[config.mk]
export PLATFORM = sky130hd
export DESIGN_NAME = pipe_stage_reg_flat
export DESIGN_NICKNAME = d
export VERILOG_FILES = /design/src/rtl/pipe_stage_reg_if.sv /design/src/rtl/pipe_stage_reg.sv /design/src/flat_wrapper.sv
export SDC_FILE = /design/constraint.sdc
export NUM_CORES = 1
export LEC_CHECK = 0
export CORE_MARGIN = 2
export CORE_UTILIZATION = 30
export DETAILED_ROUTE_END_ITERATION = 16
export PLACE_DENSITY = 0.66
export SYNTH_ARGS = -nofsm -noshare
export SYNTH_HDL_FRONTEND = slang
export SYNTH_SLANG_ARGS = --single-unit
[constraint.sdc]
create_clock -name CLK -period 1.2 [get_ports CLK]
set_input_delay 0.24 -clock CLK [delete_from_list [all_inputs] [get_ports CLK]]
set_output_delay 0.24 -clock CLK [all_outputs]
set_load 0.01 [all_outputs]
[src/rtl/pipe_stage_reg_if.sv]
// Valid/ready payload channel shared by the upstream and downstream sides
// of pipe_stage_reg.
interface pipe_stage_reg_if #(
  parameter int WIDTH = 32
);
  logic             valid;
  logic [WIDTH-1:0] data;
  logic             ready;

  modport master (output valid, output data, input ready);
  modport slave  (input valid, input data, output ready);
endinterface

[src/rtl/pipe_stage_reg.sv]
// Elastic DEPTH-stage pipeline register with per-stage valid bits and bubble collapse.
// Optional statistics counters are enabled by defining PIPE_STATS_EN.
module pipe_stage_reg #(
  parameter int               WIDTH     = 32,
  parameter int               DEPTH     = 1,
  parameter logic [WIDTH-1:0] RESET_VAL = '0,
  parameter int               CNT_W     = 16,
  localparam int              OCC_W     = $clog2(DEPTH + 1)
) (
  input  logic              CLK,
  input  logic              RST,
  pipe_stage_reg_if.slave   up,
  pipe_stage_reg_if.master  dn,
  input  logic              flush,
  output logic [OCC_W-1:0]  occupancy
`ifdef PIPE_STATS_EN
  ,
  output logic [CNT_W-1:0]  stall_cnt,
  output logic [CNT_W-1:0]  flush_cnt
`endif
);

  logic [DEPTH-1:0] vld;
  logic [DEPTH-1:0] vld_nxt;
  logic [WIDTH-1:0] dat     [DEPTH];
  logic [WIDTH-1:0] dat_nxt [DEPTH];
  logic [DEPTH:0]   rdy;
  logic             in_rdy;

  function automatic logic [OCC_W-1:0] popcount(input logic [DEPTH-1:0] v);
    logic [OCC_W-1:0] cnt;
    cnt = '0;
    for (int i = 0; i < DEPTH; i++) begin
      cnt = cnt + OCC_W'(v[i]);
    end
    return cnt;
  endfunction

  // Ready chain: a stage accepts when it is empty or its own beat moves on.
  always_comb begin : ready_chain
    logic chain;
    chain      = dn.ready;
    rdy[DEPTH] = dn.ready;
    for (int i = DEPTH - 1; i >= 0; i--) begin
      chain  = ~vld[i] | chain;
      rdy[i] = chain;
    end
    in_rdy = rdy[0] & ~flush & ~RST;
  end

  // Next-state: load on transfer, empty on send-only, flush squashes everything.
  always_comb begin
    vld_nxt = vld;
    for (int i = 0; i < DEPTH; i++) begin
      dat_nxt[i] = dat[i];
    end
    if (flush) begin
      vld_nxt = '0;
      for (int i = 0; i < DEPTH; i++) begin
        dat_nxt[i] = RESET_VAL;
      end
    end else begin
      if (up.valid & in_rdy) begin
        vld_nxt[0] = 1'b1;
        dat_nxt[0] = up.data;
      end else if (vld[0] & rdy[1]) begin
        vld_nxt[0] = 1'b0;
      end else begin
        vld_nxt[0] = vld[0];
      end
      for (int i = 1; i < DEPTH; i++) begin
        if (vld[i-1] & rdy[i]) begin
          vld_nxt[i] = 1'b1;
          dat_nxt[i] = dat[i-1];
        end else if (vld[i] & rdy[i+1]) begin
          vld_nxt[i] = 1'b0;
        end else begin
          vld_nxt[i] = vld[i];
        end
      end
    end
  end

  // Stage registers and registered occupancy.
  always_ff @(posedge CLK or posedge RST) begin
    if (RST) begin
      vld       <= '0;
      occupancy <= '0;
      for (int i = 0; i < DEPTH; i++) begin
        dat[i] <= RESET_VAL;
      end
    end else begin
      vld       <= vld_nxt;
      occupancy <= popcount(vld_nxt);
      for (int i = 0; i < DEPTH; i++) begin
        dat[i] <= dat_nxt[i];
      end
    end
  end

  assign up.ready = in_rdy;
  assign dn.valid = vld[DEPTH-1];
  assign dn.data  = dat[DEPTH-1];

`ifdef PIPE_STATS_EN
  localparam logic [CNT_W-1:0] CNT_MAX = '1;

  // Saturating stall and flush counters.
  always_ff @(posedge CLK or posedge RST) begin
    if (RST) begin
      stall_cnt <= '0;
      flush_cnt <= '0;
    end else begin
      if (vld[DEPTH-1] & ~dn.ready & (stall_cnt != CNT_MAX)) begin
        stall_cnt <= stall_cnt + CNT_W'(1);
      end else begin
        stall_cnt <= stall_cnt;
      end
      if (flush & (occupancy != '0) & (flush_cnt != CNT_MAX)) begin
        flush_cnt <= flush_cnt + CNT_W'(1);
      end else begin
        flush_cnt <= flush_cnt;
      end
    end
  end
`endif

endmodule
[src/flat_wrapper.sv]
// flat-port wrapper written by rule: the top's interface ports become plain ports
module pipe_stage_reg_flat 
#(
  parameter int               WIDTH     = 32,
  parameter int               DEPTH     = 1,
  parameter logic [WIDTH-1:0] RESET_VAL = '0,
  parameter int               CNT_W     = 16,
  localparam int              OCC_W     = $clog2(DEPTH + 1)
)
  (CLK, RST, flush, occupancy, up_valid, up_data, up_ready, dn_valid, dn_data, dn_ready);
  pipe_stage_reg_if #(.WIDTH(WIDTH)) up_i ();
  pipe_stage_reg_if #(.WIDTH(WIDTH)) dn_i ();
  input  logic CLK;
  input  logic RST;
  input  logic flush;
  output logic [OCC_W-1:0] occupancy;
  input wire logic [$bits(up_i.valid)-1:0] up_valid;
  input wire logic [$bits(up_i.data)-1:0] up_data;
  output wire logic [$bits(up_i.ready)-1:0] up_ready;
  output wire logic [$bits(dn_i.valid)-1:0] dn_valid;
  output wire logic [$bits(dn_i.data)-1:0] dn_data;
  input wire logic [$bits(dn_i.ready)-1:0] dn_ready;
  assign up_i.valid = up_valid;
  assign up_i.data = up_data;
  assign up_ready = up_i.ready;
  assign dn_valid = dn_i.valid;
  assign dn_data = dn_i.data;
  assign dn_i.ready = dn_ready;
  pipe_stage_reg #(.WIDTH(WIDTH), .DEPTH(DEPTH), .RESET_VAL(RESET_VAL), .CNT_W(CNT_W)) u_core (.CLK(CLK), .RST(RST), .up(up_i), .dn(dn_i), .flush(flush), .occupancy(occupancy));
endmodule
==> impl_table.tex <==
\begin{tabular}{lr}
\hline
Metric & Value \\
\hline
\multicolumn{2}{l}{\textbf{Outcome}} \\
Result of the run & complete, but fails checks \\
Violated checks & negative setup slack \\
\multicolumn{2}{l}{\textbf{Die}} \\
Chip width & $\sim$72 µm \\
Die Y-Extent & about 70 µm \\
Total die area & 0.00513 mm² \\
Core area & between 0.004 and 0.005 mm² \\
Number of I/O pins & 72 \\
FP Rows & 24 \\
Starting density of the core & 0.313 \\
\multicolumn{2}{l}{\textbf{GRT}} \\
Number of global-route vias before repair & 1129 \\
Wire length of the first global-routing pass & between 5000 and 6000 µm \\
Antenna violations before repair & 0 \\
Grt total ovfl & 0 \\
Tot GR Track Use & 0.139 \\
Maximum number of pins on one net before global-route repair & 34 \\
\multicolumn{2}{l}{\textbf{Drt}} \\
Total met3 wirelength after detailed routing & between 200 and 300 µm \\
Length of routed wiring on met1 & approximately 1700 µm \\
Vias after detailed routing & around 1100 \\
DR WL/cell & between 10 and 15 µm \\
Wirelength, routed & between 3000 and 4000 µm \\
Drt first pass iters & 4 \\
Max layer used & met4 \\
Met2 Wirelength & around 1500 µm \\
Post-route ant nets & 0 \\
Post-detailed-route via-to-cell ratio & about 4.8 \\
DRC violations left & 0 \\
Starting DRC count in detailed routing & 21 \\
\multicolumn{2}{l}{\textbf{Placement}} \\
\# port buffers & between 70 and 80 \\
Gpl congestion & approximately 0.8 \\
Post-DP HPWL & approximately 2400 µm \\
Worst slack, placed & -753 ps \\
\multicolumn{2}{l}{\textbf{STA}} \\
Final setup vio count & 26 \\
Tightest slew margin relative to the limit & 0.644 \\
Maximum clock rate & 731 MHz \\
Setup repair after global routing missed its margin & true \\
Min Tclk post-route & around 1400 ps \\
Final hold violation count & 0 \\
Final count of pins violating max slew & 0 \\
Final Skew & between 5 and 6 ps \\
Share of the clock period used by the worst path & 1.14 \\
Crit path setup slack, layout & -168 ps \\
Worst slew pin tran & about 530 ps \\
\multicolumn{2}{l}{\textbf{Yosys}} \\
Mean instance size in the synthesized netlist & around 13 µm² \\
Number of register bits inferred by synthesis & 33 \\
Post-synth cell types & 17 \\
Netlist area before placement & approximately 0.0014 mm² \\
Synth top area cells & dfrtp\_1, a22o\_1, a21bo\_1, a21oi\_1, nand3\_1 \\
Portion of the post-synthesis area used by sequential elements & 0.602 \\
Synth Instances & between 100 and 150 \\
Net count after synthesis & $\sim$140 \\
Yosys Warn Count & 0 \\
Library cell occupying the most area in the post-synthesis netlist & dfrtp\_1 \\
Area share of the largest cell type after synthesis & 0.602 \\
\multicolumn{2}{l}{\textbf{Setup path}} \\
Largest fanout of any net on the critical path & 22 \\
Slowest-stage cell, CP & dfrtp\_1 \\
Worst R2R Start & u\_core.occupancy \\
Beginning of the critical path & u\_core.occupancy \\
Destination of the worst register-to-register timing path & u\_core.dn.data[2] \\
CP startpoint kind & register \\
Required time of the worst setup path & 1410 ps \\
Peak per-stage delay on the critical path & 430 ps \\
CP Data Arrival Time & approximately 1600 ps \\
Type of the worst setup path & register to register \\
Kind of end point of the critical path & register \\
Flop-to-flop setup slack & -170 ps \\
Crit path cell chain & nor2b\_4 > buf\_6 > nor4b\_4 > buf\_12 > a22o\_1 \\
Worst reg2reg path depth & 5 \\
\multicolumn{2}{l}{\textbf{Min path}} \\
Path class of the lowest-slack min-delay path & input port to async pin \\
\multicolumn{2}{l}{\textbf{Clocking}} \\
Clock latency on the worst-skew pair & between 200 and 300 ps \\
Total CTS buffers & 5 \\
H-tree depth & 2 \\
Clk buf depth & 2 \\
Clock net sink count & 33 \\
Hold-fix buffer count after cts & 0 \\
CTS tree & yes \\
Clock root buffer & clkbuf\_8 \\
Register clock-pin slew on the reported worst setup and hold paths & roughly 70 ps \\
\multicolumn{2}{l}{\textbf{Layout}} \\
P\&R area growth vs syn & 69.9\% \\
Fraction of layout instances using a drive strength above 1 & 0.161 \\
NumNets Final & 223 \\
Fin util & 0.532 \\
Antenna diode count & 0 \\
Number of fill cells in the layout & approximately 370 \\
Most frequent cells in the layout & clkdlybuf4s50\_1, dfrtp\_1, clkdlybuf4s15\_1 \\
Most common cell after layout, fill and taps aside & clkdlybuf4s50\_1 \\
\multicolumn{2}{l}{\textbf{Flow run}} \\
Max cap viols & 0 \\
\multicolumn{2}{l}{\textbf{Pwr}} \\
Worst IR Drop VDD & approximately 0.00073 V \\
Leakage Power & between 1 and 1.5 nW \\
Power per standard cell area & 1060 mW/mm² \\
\hline
\end{tabular}
## power by group
group | internal (mW) | switching (mW) | total, mW
Sequential | 1.16 | 0.0325 | 1.20
Clock | 0.454 | 0.369 | 0.823
Combinational | 0.269 | 0.179 | 0.448
## registers in the layout, summed over array words and instances, names as in the netlist
name              flops
u_core.dn.data       32
u_core.occupancy      1
## synth_stat cells (all sizes together)
cell type,n
dfrtp,33
a22o,21
a21oi,12
a21bo,11
buf,11
nand3,11
nor2b,2
inv,1
nand2b,1
nor3,1
nor4b,1
o21bai,1
## worst max-delay path by stage
stage and end:
5_1_grt u_core.dn.data[1], 6_report u_core.dn.data[2], 3_5_place_dp u_core.dn.data[15], 4_1_cts up_ready, 2_1_floorplan u_core.dn.data[10], 3_3_place_gp u_core.dn.data[9]
## metrics by stage
stage	instance area, µm²	TNS, ps	power [mW]	hold slack (ps)	instances
finish	2330	-3890	2.47	369	238
global route	2330	-5160	2.57	388	238
CTS	2270	-3960	2.48	349	235
detailed placement	2180	-20450	1.67	483	227
global placement	2180	-18010	1.66	486	227
floorplan	1380	-453	1.38	303	106
## logic make-up (layout without fill, tap and decap cells)
logic type | after synthesis | count (layout) | share of synthesized area
buf+inv | 12 | 92 | 0.0556
flops | 33 | 33 | 0.602
simple gates | 16 | 16 | 0.0766
compound gates | 45 | 45 | 0.266
## area by class of cell
| type | instances | area (µm²) | area share |
|---|---|---|---|
| sequential | 33 | 826 | 0.354 |
| inverter | 1 | 3.75 | 0.00161 |
| multi-input combinational | 61 | 507 | 0.217 |
| tap | 52 | 65.1 | 0.0279 |
| timing repair buffer | 84 | 845 | 0.362 |
| clock buffer | 7 | 86.3 | 0.0370 |
## critical path, delay by kind of cell, from the launching register on
kind	cells	cell delay, ps
AND/OR/NAND/NOR	2	410
AO/OA/AOI/OAI	1	150
flip-flops	1	430
buffers and inverters	2	320
## timing repair
action / CTS / global route
hold endpoints to repair: 0 / 0
gates resized for setup: 64 / 25
endpoints found under the setup margin: 68 / 57
cloned: 0 / 0
setup buffers: 1 / 3
## routing by layer
metal  vias to the layer above  track usage
li1                        549            -
met2                        60        0.206
met5                         -            0
met1                       529        0.189
met4                         0       0.0503
met3                         7       0.0492
Power figures use the tool's default switching activity.
